===== src/rtl/cpu_pkg.sv =====
// Shared opcode constants, sequencer state encoding and opcode-class helpers
// for the small-lang accumulator CPU (used by cpu_sequencer and inst_decoder).
package cpu_pkg;

  localparam int unsigned WORD_W = 16;

  typedef logic [WORD_W-1:0] word_t;

  localparam word_t OP_HLT   = 16'h0000;
  localparam word_t OP_ARG   = 16'h0001;
  localparam word_t OP_SHR   = 16'h0002;
  localparam word_t OP_SHL   = 16'h0003;
  localparam word_t OP_NAD   = 16'h0004;
  localparam word_t OP_JMP   = 16'h0005;
  localparam word_t OP_JMZ   = 16'h0006;
  localparam word_t OP_RES7  = 16'h0007;
  localparam word_t OP_RES8  = 16'h0008;
  localparam word_t OP_READ  = 16'h0009;
  localparam word_t OP_WRITE = 16'h000A;
  localparam word_t OP_RESB  = 16'h000B;
  localparam word_t OP_RESC  = 16'h000C;
  localparam word_t OP_OUT   = 16'h000D;
  localparam word_t OP_RESE  = 16'h000E;
  localparam word_t OP_RES   = 16'h000F;

  typedef enum logic [2:0] {
    ST_FETCH = 3'd0,
    ST_INST  = 3'd1,
    ST_ARG   = 3'd2,
    ST_EXEC  = 3'd3,
    ST_HALT  = 3'd4
  } state_t;

  // Opcode is followed by an argument word.
  function automatic logic has_arg(input word_t op);
    return (op == OP_ARG) || (op == OP_JMP) || (op == OP_JMZ) ||
           (op == OP_READ) || (op == OP_WRITE) || (op == OP_OUT);
  endfunction

  // Opcode needs the word at address `arg` valid during EXEC.
  function automatic logic is_mem_read(input word_t op);
    return (op == OP_READ) || (op == OP_OUT);
  endfunction

  function automatic logic is_illegal(input word_t op);
    return (op > OP_RES) ||
           (op inside {OP_RES7, OP_RES8, OP_RESB, OP_RESC, OP_RESE, OP_RES});
  endfunction

endpackage


===== src/rtl/cpu_sequencer.sv =====
// Fetch/execute sequencer: walks the pc, fetches opcode and argument words,
// strobes the decoder for one EXEC cycle, resolves jumps and halts.
module cpu_sequencer
  import cpu_pkg::*;
#(
  parameter logic [15:0] RESET_PC     = 16'h0000,
  parameter bit          START_HALTED = 1'b0
) (
  input  logic        clk,
  input  logic        rst_n,
  input  logic [15:0] mem_rdata,
  input  logic        acc_zero,
  input  logic        resume,
  output logic [15:0] mem_addr,
  output logic        mem_rd,
  output logic [15:0] inst,
  output logic [15:0] arg,
  output logic        dec_enable,
  output logic [15:0] pc,
  output logic        halted,
  output logic        illegal
);

  state_t state;
  word_t  next_pc;

  // Next-pc mux, consumed only in EXEC.
  always_comb begin
    next_pc = pc + 16'd1;
    if (inst == OP_JMP) begin
      next_pc = arg;
    end else if (inst == OP_JMZ) begin
      next_pc = acc_zero ? arg : pc + 16'd2;
    end else if (has_arg(inst)) begin
      next_pc = pc + 16'd2;
    end
  end

  // Memory port must react to the opcode word in the same cycle it arrives,
  // so the address/read strobe are decoded from state and mem_rdata here.
  always_comb begin
    mem_addr = rst_n ? arg : 16'h0000;
    mem_rd   = 1'b0;
    if (rst_n) begin
      case (state)
        ST_FETCH: begin
          mem_addr = pc;
          mem_rd   = 1'b1;
        end
        ST_INST: begin
          if (has_arg(mem_rdata)) begin
            mem_addr = pc + 16'd1;
            mem_rd   = 1'b1;
          end
        end
        ST_ARG: begin
          if (is_mem_read(inst)) begin
            mem_addr = mem_rdata;
            mem_rd   = 1'b1;
          end
        end
        default: begin
          mem_rd = 1'b0;
        end
      endcase
    end
  end

  // Sequencer FSM; dec_enable/illegal/halted are registered with the state.
  always_ff @(posedge clk) begin
    if (!rst_n) begin
      state      <= START_HALTED ? ST_HALT : ST_FETCH;
      pc         <= RESET_PC;
      inst       <= 16'h0000;
      arg        <= 16'h0000;
      dec_enable <= 1'b0;
      illegal    <= 1'b0;
      halted     <= START_HALTED;
    end else begin
      dec_enable <= 1'b0;
      illegal    <= 1'b0;
      case (state)
        ST_FETCH: begin
          state <= ST_INST;
        end
        ST_INST: begin
          inst <= mem_rdata;
          if (has_arg(mem_rdata)) begin
            state <= ST_ARG;
          end else begin
            state      <= ST_EXEC;
            dec_enable <= 1'b1;
            illegal    <= is_illegal(mem_rdata);
          end
        end
        ST_ARG: begin
          arg        <= mem_rdata;
          state      <= ST_EXEC;
          dec_enable <= 1'b1;
        end
        ST_EXEC: begin
          pc <= next_pc;
          if (inst == OP_HLT) begin
            state  <= ST_HALT;
            halted <= 1'b1;
          end else begin
            state <= ST_FETCH;
          end
        end
        ST_HALT: begin
          if (resume) begin
            state  <= ST_FETCH;
            halted <= 1'b0;
          end
        end
        default: begin
          state  <= ST_FETCH;
          halted <= 1'b0;
        end
      endcase
    end
  end

endmodule


===== config.mk =====
export PLATFORM = sky130hd
export DESIGN_NAME = cpu_sequencer
export DESIGN_NICKNAME = d
export VERILOG_FILES = /design/src/rtl/cpu_pkg.sv /design/src/rtl/cpu_sequencer.sv
export SDC_FILE = /design/constraint.sdc
export NUM_CORES = 1
export LEC_CHECK = 0
export BUFFER_PORTS_ARGS = -buffer_cell sky130_fd_sc_hd__buf_2
export CAP_MARGIN = 20
export CORE_MARGIN = 1.5
export CORE_UTILIZATION = 49
export CTS_CLUSTER_DIAMETER = 30
export CTS_CLUSTER_SIZE = 28
export DETAILED_ROUTE_END_ITERATION = 8
export HOLD_SLACK_MARGIN = 0.1
export PLACE_DENSITY = 0.77
export SETUP_SLACK_MARGIN = 0.2
export SLEW_MARGIN = 20
export SYNTH_ARGS = -nofsm -noshare
export SYNTH_HDL_FRONTEND = slang
export SYNTH_SLANG_ARGS = --single-unit

===== constraint.sdc =====
create_clock -name clk -period 2.4 [get_ports clk]
set_clock_uncertainty 0.15 [all_clocks]
set_input_delay 0.48 -clock clk [delete_from_list [all_inputs] [get_ports clk]]
set_output_delay 0.48 -clock clk [all_outputs]
set_load 0.01 [all_outputs]

=== Yosys cells after proc, flatten, opt, wreduce, memory -nomap -nowiden ===
Index checks and enable logic that the tools add are counted.

* Register bits after elaboration: 54
* Bits in latches: 0
* Bits in writable memories: 0
* ROM bits: 0
* Logic and storage cells: 77
* Memories kept: 0

* Add/sub/neg operators: 2
* Multipliers: 0
* Div/mod/pow operators: 0
* Magnitude comparators: 1
* Eq/ne operators: 24
* Shifts and indexed selects: 0
* Multiplexer cells: 22
* Bitwise logic cells: 3
* Reductions and logical operators: 18

{| class="wikitable"
|+ Operators with widths
! kind !! number
|-
| $eq A16 B4 Y1 const B || 11
|-
| $mux W16 || 8
|-
| $eq A16 B3 Y1 const B || 5
|-
| $pmux W16 S3 || 1
|-
| $eq A16 B1 Y1 const B || 2
|-
| $add A16 B1 Y16 const B || 1
|-
| $add A16 B2 Y16 const B || 1
|-
| $gt A16 B4 Y1 const B || 1
|-
| $logic_not A16 Y1 || 1
|-
| $pmux W3 S5 || 1
|-
| $logic_or A1 B1 Y1 || 12
|-
| $mux W1 || 7
|-
| $eq A3 B2 Y1 const B || 2
|-
| $mux W3 || 2
|-
| $pmux W1 S3 || 2
|-
| $reduce_bool A6 Y1 || 1
|-
| $reduce_or A3 Y1 || 2
|-
| $ne A2 B2 Y1 const B || 2
|-
| $eq A3 B1 Y1 const B || 1
|-
| $eq A3 B3 Y1 const B || 1
|-
| $logic_not A3 Y1 || 1
|-
| $not A1 Y1 || 3
|-
| $reduce_and A3 Y1 || 1
|-
| $pmux W1 S2 || 1
|}

=== Depth between registers and ports, before layout ===
Gate-level depths: netlist of the first run.

* Depth in word-level cells: 9
* Depth in mapped cells: 8
* Depth with buffers taken out: 7

=== Worst setup path before layout of the first run ===
OpenSTA, ideal clock, no wires.

* Path type: in2out
* Start point: input port mem_rdata[10]
* End point: output port mem_addr[8]
* Arrival: 1.847 ns
* Data required time: 1.770 ns
* Setup slack: -0.077 ns
* Stages: 7
* Path buffers: 1
* Path through: nor4_1 nand3_1 or3_1 buf_2 nor3_2 a221oi_1 a21oi_1

* Longest elaborated chain between the ends: 9
* Elaborated cells between the ends (all ways): 14
* Those cells by class: eq/ne (6); mux (3); reduce/logical (5)

{| class="wikitable"
|+ Ends and longest elaborated chain
! item !! line !! text
|-
| from (decl) || cpu_sequencer.sv:11 || <nowiki>input logic [15:0] mem_rdata,</nowiki>
|-
| $eq A16 B1 Y1 or $eq A16 B3 Y1 (tied branches) || cpu_pkg.sv:36 || <nowiki>return (op == OP_ARG) || (op == OP_JMP) || (op == OP_JMZ) ||</nowiki>
|-
| $logic_or A1 B1 Y1 (3 in series) || cpu_pkg.sv:36 ||
|-
| $logic_or A1 B1 Y1 || cpu_pkg.sv:37 || <nowiki>(op == OP_READ) || (op == OP_WRITE) || (op == OP_OUT);</nowiki>
|-
| $logic_or A1 B1 Y1 * || cpu_pkg.sv:37 ||
|-
| $mux W16 * || cpu_sequencer.sv:51 || <nowiki>if (has_arg(mem_rdata)) begin</nowiki>
|-
| $pmux W16 S3 * || cpu_sequencer.sv:45 || <nowiki>case (state)</nowiki>
|-
| $mux W16 * || cpu_sequencer.sv:44 || <nowiki>if (rst_n) begin</nowiki>
|-
| to (decl) || cpu_sequencer.sv:14 || <nowiki>output logic [15:0] mem_addr,</nowiki>
|}

Mark *: on every way between the ends. The rest lies on a longest branch, timed or not.

=== Worst setup path in the final report of the first run ===
* Start point: register inst[10]
* End point: output port mem_addr[5]

* Longest elaborated chain between the ends: 5
* Elaborated cells between the ends (all ways): 6
* Those cells by class: eq/ne (2); mux (3); reduce/logical (1)

{| class="wikitable"
|+ Ends and longest elaborated chain
! item !! line !! text
|-
| from (decl) || cpu_sequencer.sv:16 || <nowiki>output logic [15:0] inst,</nowiki>
|-
| from (signal assigned) || cpu_sequencer.sv:87 || <nowiki>inst <= mem_rdata;</nowiki>
|-
| $eq A16 B4 Y1 || cpu_pkg.sv:42 || <nowiki>return (op == OP_READ) || (op == OP_OUT);</nowiki>
|-
| $logic_or A1 B1 Y1 * || cpu_pkg.sv:42 ||
|-
| $mux W16 * || cpu_sequencer.sv:57 || <nowiki>if (is_mem_read(inst)) begin</nowiki>
|-
| $pmux W16 S3 * || cpu_sequencer.sv:45 ||
|-
| $mux W16 * || cpu_sequencer.sv:44 ||
|}

Marked as above.

==> impl_results.md, run 1 <==
- Layout Utilization: 0.735
- Mapped Cells: 502
- Reg clk slew, reported paths: 0.11 ns
- CP Launch Type: flop
- DP Wirelength: 10500 µm
- Final hold viol count: 0
- TritonCTS Buffers: 5
- Die width: 90.1 µm
- Grt ovf: 0
- Met3 Use GR: 0.0592
- Worst path required time: 1.77 ns
- Mapped cell area: 0.00372 mm²
- Top_reg_cell synth: dfxtp_1
- YS warnings: 0
- Initial antenna violation count: 0
- Vias in the first global route: 4410
- Synth area leaders: dfxtp_1, nand2_1, a21oi_1
- Die ar.: 0.00812 mm²
- Area share of fa/ha/maj cells after synthesis: 0.00673
- Hold Path Class: reg2reg
- Synth top area share: 0.291
- Num rows: 31
- Clk_lat worst skew: 0.32 ns
- Max FO, Critical Path: 6
- Final Power: 0.00255 W
- Simple-Gate Fraction of Synth Area: 0.321
- Antenna cells: 0
- Total GRT Usage: 0.346
- Max Clock Freq: 0.352 GHz
- Seq/Total Area, Yosys: 0.291
- Post-Syn Nets: 524
- Synth Area in XOR/XNOR: 0.0377
- Largest family of logic cells by synthesized area: simple AND/OR/NAND/NOR gates
- Max Cap Viol: 0
- Placed cell area: 0.00486 mm²
- Worst hold slack: 0.359 ns
- Met2 Use GR: 0.557
- Root Buffer Master: clkbuf_8
- Violated checks: negative setup slack
- H-tree levels: 2
- RePlAce Congestion: 0.966
- Overall via count from detail_route: 4827
- Routed len/inst: 19.0 µm
- CTS tree: built
- Via-per-instance ratio: 6.33
- CTS Hold Buffers Added: 0
- Post-Syn Area per Cell: 7.41 µm²
- Buffers on Ports: 87
- Starting Density: 0.510
- DR DRC count: 0
- CP Launch Point: inst[10]
- Die Y-Extent: 90.1 µm
- HP Start: state[0]
- GR peak layer: met2
- Area of the core: 0.00729 mm²
- Final Max Tran Viols: 0
- Ys async rst share: 0
- Largest net degree at the start of global routing: 53
- Static Leak: 2.22 nW
- Final setup margin: -0.443 ns
- Critical path endpoint category: output port
- Crit Path Category: reg2out
- First-pass GRT wire length: 22700 µm
- Synth Area in Compound Gates: 0.276
- Reg2Reg Launch Point: inst[10]
- Design area: 0.00536 mm²
- Clk sinks: 54
- Net count, final: 685
- Slew HR: 0.610
- Max VDD drop: 0.487 mV
- Mux contribution to synthesized area: 0.0111
- Most area-hungry cell type in the Yosys netlist: dfxtp_1
- Number of enable flip-flop cells after synthesis: 0
- Worst-case clock buffer depth: 2
- Min Clock Period, post-route: 2.84 ns
- DRT Wirelength: 14500 µm
- Share of layout cells above drive strength 1: 0.413
- CP arrival: 2.21 ns
- DRT Pass-1 Iters: 7
- Final setup fails: 17
- Pwr dens: 475 mW/mm²
- Status: complete, but fails checks
- 1st-iter DRT viols: 492
- Flops & latches, synth: 54
- Tightest Pin Transition: 0.585 ns
- Synth unique cells: 70
- I/O pins: 88
- Final period util: 1.18
- Area delta synth->final: 44.3%
- RSZ-0062 raised after global routing: true
- M1 GR Usage: 0.469
- Post-route antenna net violation count: 0
-- cell usage in the layout, fill, tap and decap left out, types with 8 or more instances in the layout --
cell type  synthesis  final
buf_4              4     92
buf_6              1     10
nor3_1            11      8
dfxtp_1           54     44
nand3_1           20     16
nor2_1            30     28
o21ai_0           18     15
xnor2_1           12     11
nand2_1          107    103
a21oi_2            2      8
o211ai_1           8      8
buf_2             16     86
dfxtp_2            0      9
a21oi_1           70     63
-- path summary, 6_finish.rpt --
check | to | slack [ns] | depth (start not counted)
hold reg to reg | state[0] | 0.36 | 1
setup reg to reg | pc[6] | 0.13 | 11
hold / removal | state[0] | 0.36 | 1
setup / recovery | mem_addr[5] | -0.44 | 9
-- power breakdown --
part	switching (W)	internal, W	leakage, nW	total, W
registers	0.0000796	0.000959	0.444	0.00104
logic	0.000545	0.000413	1.73	0.000958
clock network	0.000338	0.000213	0.0458	0.000551
total	0.000963	0.00159	2.22	0.00255
-- final cells by class --
class	instances	area, µm²
sequential	54	1100
timing repair buffer	191	1300
fill	604	1930
clock buffer	6	72.6
inverter	8	30.0
multi-input combinational	403	2720
tap	99	124
clock inverter	2	17.5
-- flip-flops by register name, summed over array words and instances, names as in the netlist --
name,cells
dec_enable,1
illegal,1
arg,16
state,3
pc,16
halted,1
inst,16
-- metal layers --
layer	vias up	part of all wire
li1	2152	-
met1	2292	0.40
met2	330	0.47
met3	53	0.098
met4	0	0.030
met5	-	0
-- metrics by stage --
stage	setup TNS [ns]	std cells	worst slack (ns)
CTS	-4.92	757	-0.339
global placement	-4.66	740	-0.440
detailed placement	-5.57	740	-0.447
floorplan	-0.132	502	-0.0337
finish	-6.11	763	-0.443
global route	-7.56	763	-0.527
-- cell usage after synthesis, types with 3 or more instances --
library cell / n
nor3_4: 3
nor4_1: 4
nand4_1: 3
buf_2: 16
and3_1: 5
nor3_1: 11
a221o_1: 4
a222oi_1: 4
nor3_2: 3
nor2b_1: 6
nand2b_1: 3
and4_1: 3
xor2_1: 4
nor2_1: 30
nand3b_1: 4
o221ai_1: 3
xnor2_1: 12
a21o_1: 4
dfxtp_1: 54
clkbuf_1: 15
nor4_4: 3
o22ai_1: 4
buf_4: 4
o211ai_1: 8
a21oi_1: 70
mux2i_1: 3
a221oi_2: 3
or3_1: 3
a221oi_1: 11
nand3_1: 20
a22oi_1: 3
o21ai_0: 18
nand2_1: 107
nor4_2: 3
inv_1: 8
-- logic make-up after synthesis --
| logic type | Yosys count |
|---|---|
| and+or+nand+nor | 226 |
| xor gates and xnor gates | 16 |
| DFF | 54 |
| adders and majority gates | 2 |
| AOI/OAI and AO/OA | 155 |
| buffers and inverters | 45 |
| muxes | 4 |
-- critical path, cell delays in order (launching register included) --
cell and delay (ns):
dfxtp_4 0.37, nor4_4 0.24, buf_4 0.18, nand3_4 0.12
nor3_4 0.28, buf_4 0.18, buf_6 0.11, a222oi_1 0.09
a21oi_2 0.17, buf_2 0.15
-- what timing repair did --
item                                    CTS  global route
endpoints found under the setup margin   29            29
gates resized for setup                  30            28
gates cloned                              0             1
buffers inserted                          9             5
hold endpoints to repair                  0             0
pin swaps                                24            17
No activity file was read; power rests on OpenSTA's default activity.
==> run 2: changes to the inputs <==
CORE_ASPECT_RATIO = 1.2   (was not set)
CTS_BUF_LIST = sky130_fd_sc_hd__clkbuf_16   (was not set)
==> impl_results.md, run 2 (synthesis gave the netlist of run 1 again) <==
- Die width: 82.5 µm
- Regs by FF count: arg (16), inst (16), pc (16)
- Placed cell area: 0.00494 mm²
- Area of the core: 0.00732 mm²
- Root Buffer Master: clkbuf_16
- Num rows: 34
- Total GRT Usage: 0.376
- Buffers on Ports: 87
- 1st-iter DRT viols: 657
- RSZ-0062 raised after global routing: true
- CP arrival: 2.24 ns
- Clk_lat worst skew: 0.29 ns
- R2R setup slack: 0.07 ns
- Final setup margin: -0.466 ns
- Vias in the first global route: 4545
- Reg2Reg Capture Point: pc[3]
- Most frequent cells in the layout: buf_4, nand2_1, buf_2
- Grt ovf: 0
- Met1 wire length: 5770 µm
- CTS tree: built
- Worst-case clock buffer depth: 2
- I/O pins: 88
- CTS Hold Buffers Added: 0
- DRT Pass-1 Iters: 7
- Static Leak: 2.43 nW
- DR DRC count: 0
- Final period util: 1.19
- Design area: 0.00577 mm²
- Status: complete, but fails checks
- Largest net degree at the start of global routing: 32
- Initial antenna violation count: 0
- Post-route antenna net violation count: 0
- Register area: 0.00109 mm²
- Net count, final: 709
- Hold Path Class: reg2reg
- Tightest Pin Transition: 0.717 ns
- Area of the multi-input gates: 0.00289 mm²
- Max VDD drop: 0.605 mV
- Critical path endpoint category: output port
- Final setup fails: 17
- Final Max Tran Viols: 0
- HP Start: arg[3]
- Overall via count from detail_route: 5086
- Reg2Reg Launch Point: inst[8]
- Min-Delay Path Depth: 2
- Worst path required time: 1.77 ns
- CP Launch Type: input pin
- Met3 WL: 1700 µm
- Layout Utilization: 0.788
- TritonCTS Buffers: 5
- Max Cap Viol: 0
- Die Y-Extent: 98.4 µm
- DP Wirelength: 11100 µm
- Starting Density: 0.508
- Most common cell after layout, fill and taps aside: buf_4
- DRT Wirelength: 16100 µm
- Reg2reg path depth: 8
- Antenna cells: 0
- Min Clock Period, post-route: 2.87 ns
- Worst min-delay path endpoint: arg[3]
- Final hold viol count: 0
- First-pass GRT wire length: 23400 µm
- Clk sinks: 54
- Die ar.: 0.00812 mm²
- Routed len/inst: 20.8 µm
- Area delta synth->final: 55.2%
- Max Clock Freq: 0.349 GHz
- Violated checks: negative setup slack
- DR WL met2: 7790 µm
- Pwr dens: 493 mW/mm²
- Highest routed layer: met4
- Via-per-instance ratio: 6.54
- Final-layout fill cell count: 483
- Reg clk slew, reported paths: 0.07 ns
- Crit Path Category: in2out
- Max FO, Critical Path: 5
- RePlAce Congestion: 0.975
- Slew HR: 0.522
- Share of layout cells above drive strength 1: 0.458
- H-tree levels: 2
## run 2: repair_timing
item | in CTS | in global routing
setup endpoints to repair | 23 | 30
setup buffers | 10 | 15
gates resized for setup | 44 | 61
pin swaps | 37 | 44
hold endpoints to repair | 0 | 0
## run 2: worst max-delay path by stage
stage | cells after the start | end | startpoint | slack [ns]
floorplan | 7 | mem_addr[11] | mem_rdata[15] | -0.03
global route | 9 | mem_addr[15] | inst[9] | -0.49
CTS | 10 | mem_addr[4] | mem_rdata[12] | -0.39
detailed placement | 10 | mem_addr[6] | mem_rdata[10] | -0.40
global placement | 8 | mem_addr[9] | mem_rdata[10] | -0.37
finish | 9 | mem_addr[7] | mem_rdata[15] | -0.47
## run 2: layout make-up
type | instances | share of cell area
multi-input cells | 403 | 0.501
repair buffers | 215 | 0.261
flip-flops and latches | 54 | 0.189
clock buffers | 5 | 0.0217
well taps | 90 | 0.0195
inverters | 8 | 0.00521
clock inverters | 3 | 0.00217
## run 2: critical path: stages
cell and delay [ns]:
buf_2 0.13, nor4_4 0.30, nand3_2 0.15, buf_4 0.17
o21ai_4 0.14, o211ai_4 0.13, a222oi_1 0.41, a21oi_1 0.15
buf_2 0.17
## run 2: power by group
group	leakage, nW	internal [W]	total (W)	switching (W)
registers	0.443	0.000958	0.00104	0.0000786
logic	1.91	0.000481	0.00109	0.000611
clock network	0.0724	0.000379	0.000715	0.000336
total	2.43	0.00182	0.00284	0.00103
## run 2: stage by stage
| stage | worst slack [ns] | hold WS (ns) | setup TNS [ns] | cells | total power [W] |
|---|---|---|---|---|---|
| 4_1_cts | -0.393 | 0.341 | -5.47 | 763 | 0.00265 |
| 5_1_grt | -0.486 | 0.369 | -7.48 | 778 | 0.00295 |
| 3_3_place_gp | -0.370 | 0.321 | -5.08 | 745 | 0.00186 |
| 2_1_floorplan | -0.0337 | 0.335 | -0.132 | 502 | 0.00151 |
| 3_5_place_dp | -0.401 | 0.332 | -5.86 | 745 | 0.00189 |
| 6_report | -0.466 | 0.347 | -6.47 | 778 | 0.00284 |
## run 2: routing by layer
layer | GRT usage | up-vias
li1 | - | 2194
met1 | 0.486 | 2361
met2 | 0.609 | 426
met3 | 0.0546 | 105
met4 | 0.169 | 0
met5 | 0 | -
==> run 3: changes to the inputs <==
PLACE_DENSITY = 0.81   (was 0.77)
==> impl_results.md, run 3 (synthesis gave the netlist of run 1 again) <==
- Min Clock Period, post-route: 2.85 ns
- Most common cell after layout, fill and taps aside: nand2_1
- Violated checks: negative setup slack
- Largest net degree at the start of global routing: 58
- Worst path required time: 1.77 ns
- Placed Cells: 744
- Root Buffer Master: clkbuf_16
- Clk_lat worst skew: 0.29 ns
- Final Power: 0.00283 W
- Regs by FF count: arg (16), inst (16), pc (16)
- Overall via count from detail_route: 4887
- Total GRT Usage: 0.359
- Final hold viol count: 0
- Flop pwr share: 0.366
- Sw Pwr: 0.000981 W
- Die width: 82.5 µm
- CTS Hold Buffers Added: 0
- Final Max Tran Viols: 0
- CP arrival: 2.22 ns
- Logic pwr share: 0.337
- Via-per-instance ratio: 6.40
- Placed cell area: 0.00495 mm²
- Die Y-Extent: 98.4 µm
- Final setup margin: -0.445 ns
- Antenna cells: 0
- Vias in the first global route: 4357
- Status: complete, but fails checks
- Worst-case clock buffer depth: 2
- CTS tree: built
- Reg clk slew, reported paths: 0.07 ns
- DP Wirelength: 10700 µm
- TritonCTS Buffers: 5
- Post-route antenna net violation count: 0
- Area delta synth->final: 49.6%
- Max VDD drop: 0.420 mV
- First-pass GRT wire length: 22500 µm
- DRT Wirelength: 15200 µm
- Hold Path Class: reg2reg
- Share of layout cells above drive strength 1: 0.438
- RSZ-0062 raised after global routing: true
- Final Non-Filler Cells: 763
- Final period util: 1.19
- Clk sinks: 54
- Area of the core: 0.00732 mm²
- CP Launch Type: input pin
- Grt ovf: 0
- Post-route setup TNS: -5.31 ns
- Critical path endpoint category: output port
- Crit Path Category: in2out
- Starting Density: 0.508
- Net count, final: 694
- Design area: 0.00556 mm²
- Clock power share: 0.297
- Most frequent cells in the layout: nand2_1, buf_4, buf_2
- Buffers on Ports: 87
- Tightest Pin Transition: 0.691 ns
- Final setup fails: 17
- I/O pins: 88
- Die ar.: 0.00812 mm²
- 1st-iter DRT viols: 677
- Pint: 0.00185 W
- Max Clock Freq: 0.351 GHz
- Initial antenna violation count: 0
- DRT Pass-1 Iters: 5
- Net Sw Frac: 0.346
- Static Leak: 2.30 nW
- Max Cap Viol: 0
- DR DRC count: 0
- Pwr dens: 509 mW/mm²
- RePlAce Congestion: 0.970
- Routed len/inst: 19.9 µm
- Slew HR: 0.539
- H-tree levels: 2
- Num rows: 34
- Max FO, Critical Path: 6
## run 3: cell types whose count changed in the layout (fill, tap and decap cells not counted), moves of 3 or more
| cell | change |
|---|---|
| a21oi_1 | +7 |
| dfxtp_2 | +3 |
| a21oi_2 | -6 |
| buf_6 | -9 |
| buf_4 | -4 |
| dfxtp_1 | -4 |
## run 3: worst paths after layout
path | cells after the start | start | slack (ns) | end
setup / recovery | 8 | mem_rdata[6] | -0.45 | mem_addr[5]
hold / removal | 2 | inst[8] | 0.34 | inst[8]
hold reg to reg | 2 | inst[8] | 0.34 | inst[8]
setup reg to reg | 8 | inst[10] | 0.05 | pc[3]
## run 3: layout make-up
class	count	area, µm²
tap	90	113
inverter	8	32.5
sequential	54	1100
timing repair buffer	200	1360
fill	563	1760
multi-input combinational	403	2790
clock inverter	3	41.3
clock buffer	5	125
## run 3: power groups by stage
stage / registers (W) / logic (W) / clock network (W)
floorplan: 0.00106 / 0.000447 / 0
global placement: 0.00104 / 0.000811 / 0
detailed placement: 0.00105 / 0.000826 / 0
CTS: 0.00103 / 0.000848 / 0.000849
global route: 0.00104 / 0.00101 / 0.000874
finish: 0.00104 / 0.000954 / 0.000842
## run 3: routing by layer
layer / vias up / global-route usage / share of wire
met1: 2299 / 0.470 / 0.38
met3: 67 / 0.0583 / 0.094
met5: - / 0 / 0
li1: 2172 / - / -
met4: 0 / 0.151 / 0.045
met2: 349 / 0.577 / 0.48
## run 3: through the flow
step	setup WS (ns)	utilization	hold slack (ns)
3_5_place_dp	-0.381	0.676	0.334
4_1_cts	-0.351	0.719	0.346
2_1_floorplan	-0.0337	-	0.335
6_report	-0.445	0.760	0.345
5_1_grt	-0.524	0.760	0.376
3_3_place_gp	-0.407	0.676	0.320
## run 3: what timing repair did
item / CTS / global route
endpoints found under the setup margin: 25 / 25
gates cloned: 0 / 0
buffers inserted: 2 / 9
pin swaps: 15 / 38
resized for setup: 30 / 54
## run 3: critical path: stages
cell     delay [ns]
buf_2          0.12
nor4_4         0.30
nand3_2        0.19
or3_4          0.52
nor2_1         0.16
o21ai_1        0.12
a21oi_2        0.18
buf_2          0.15
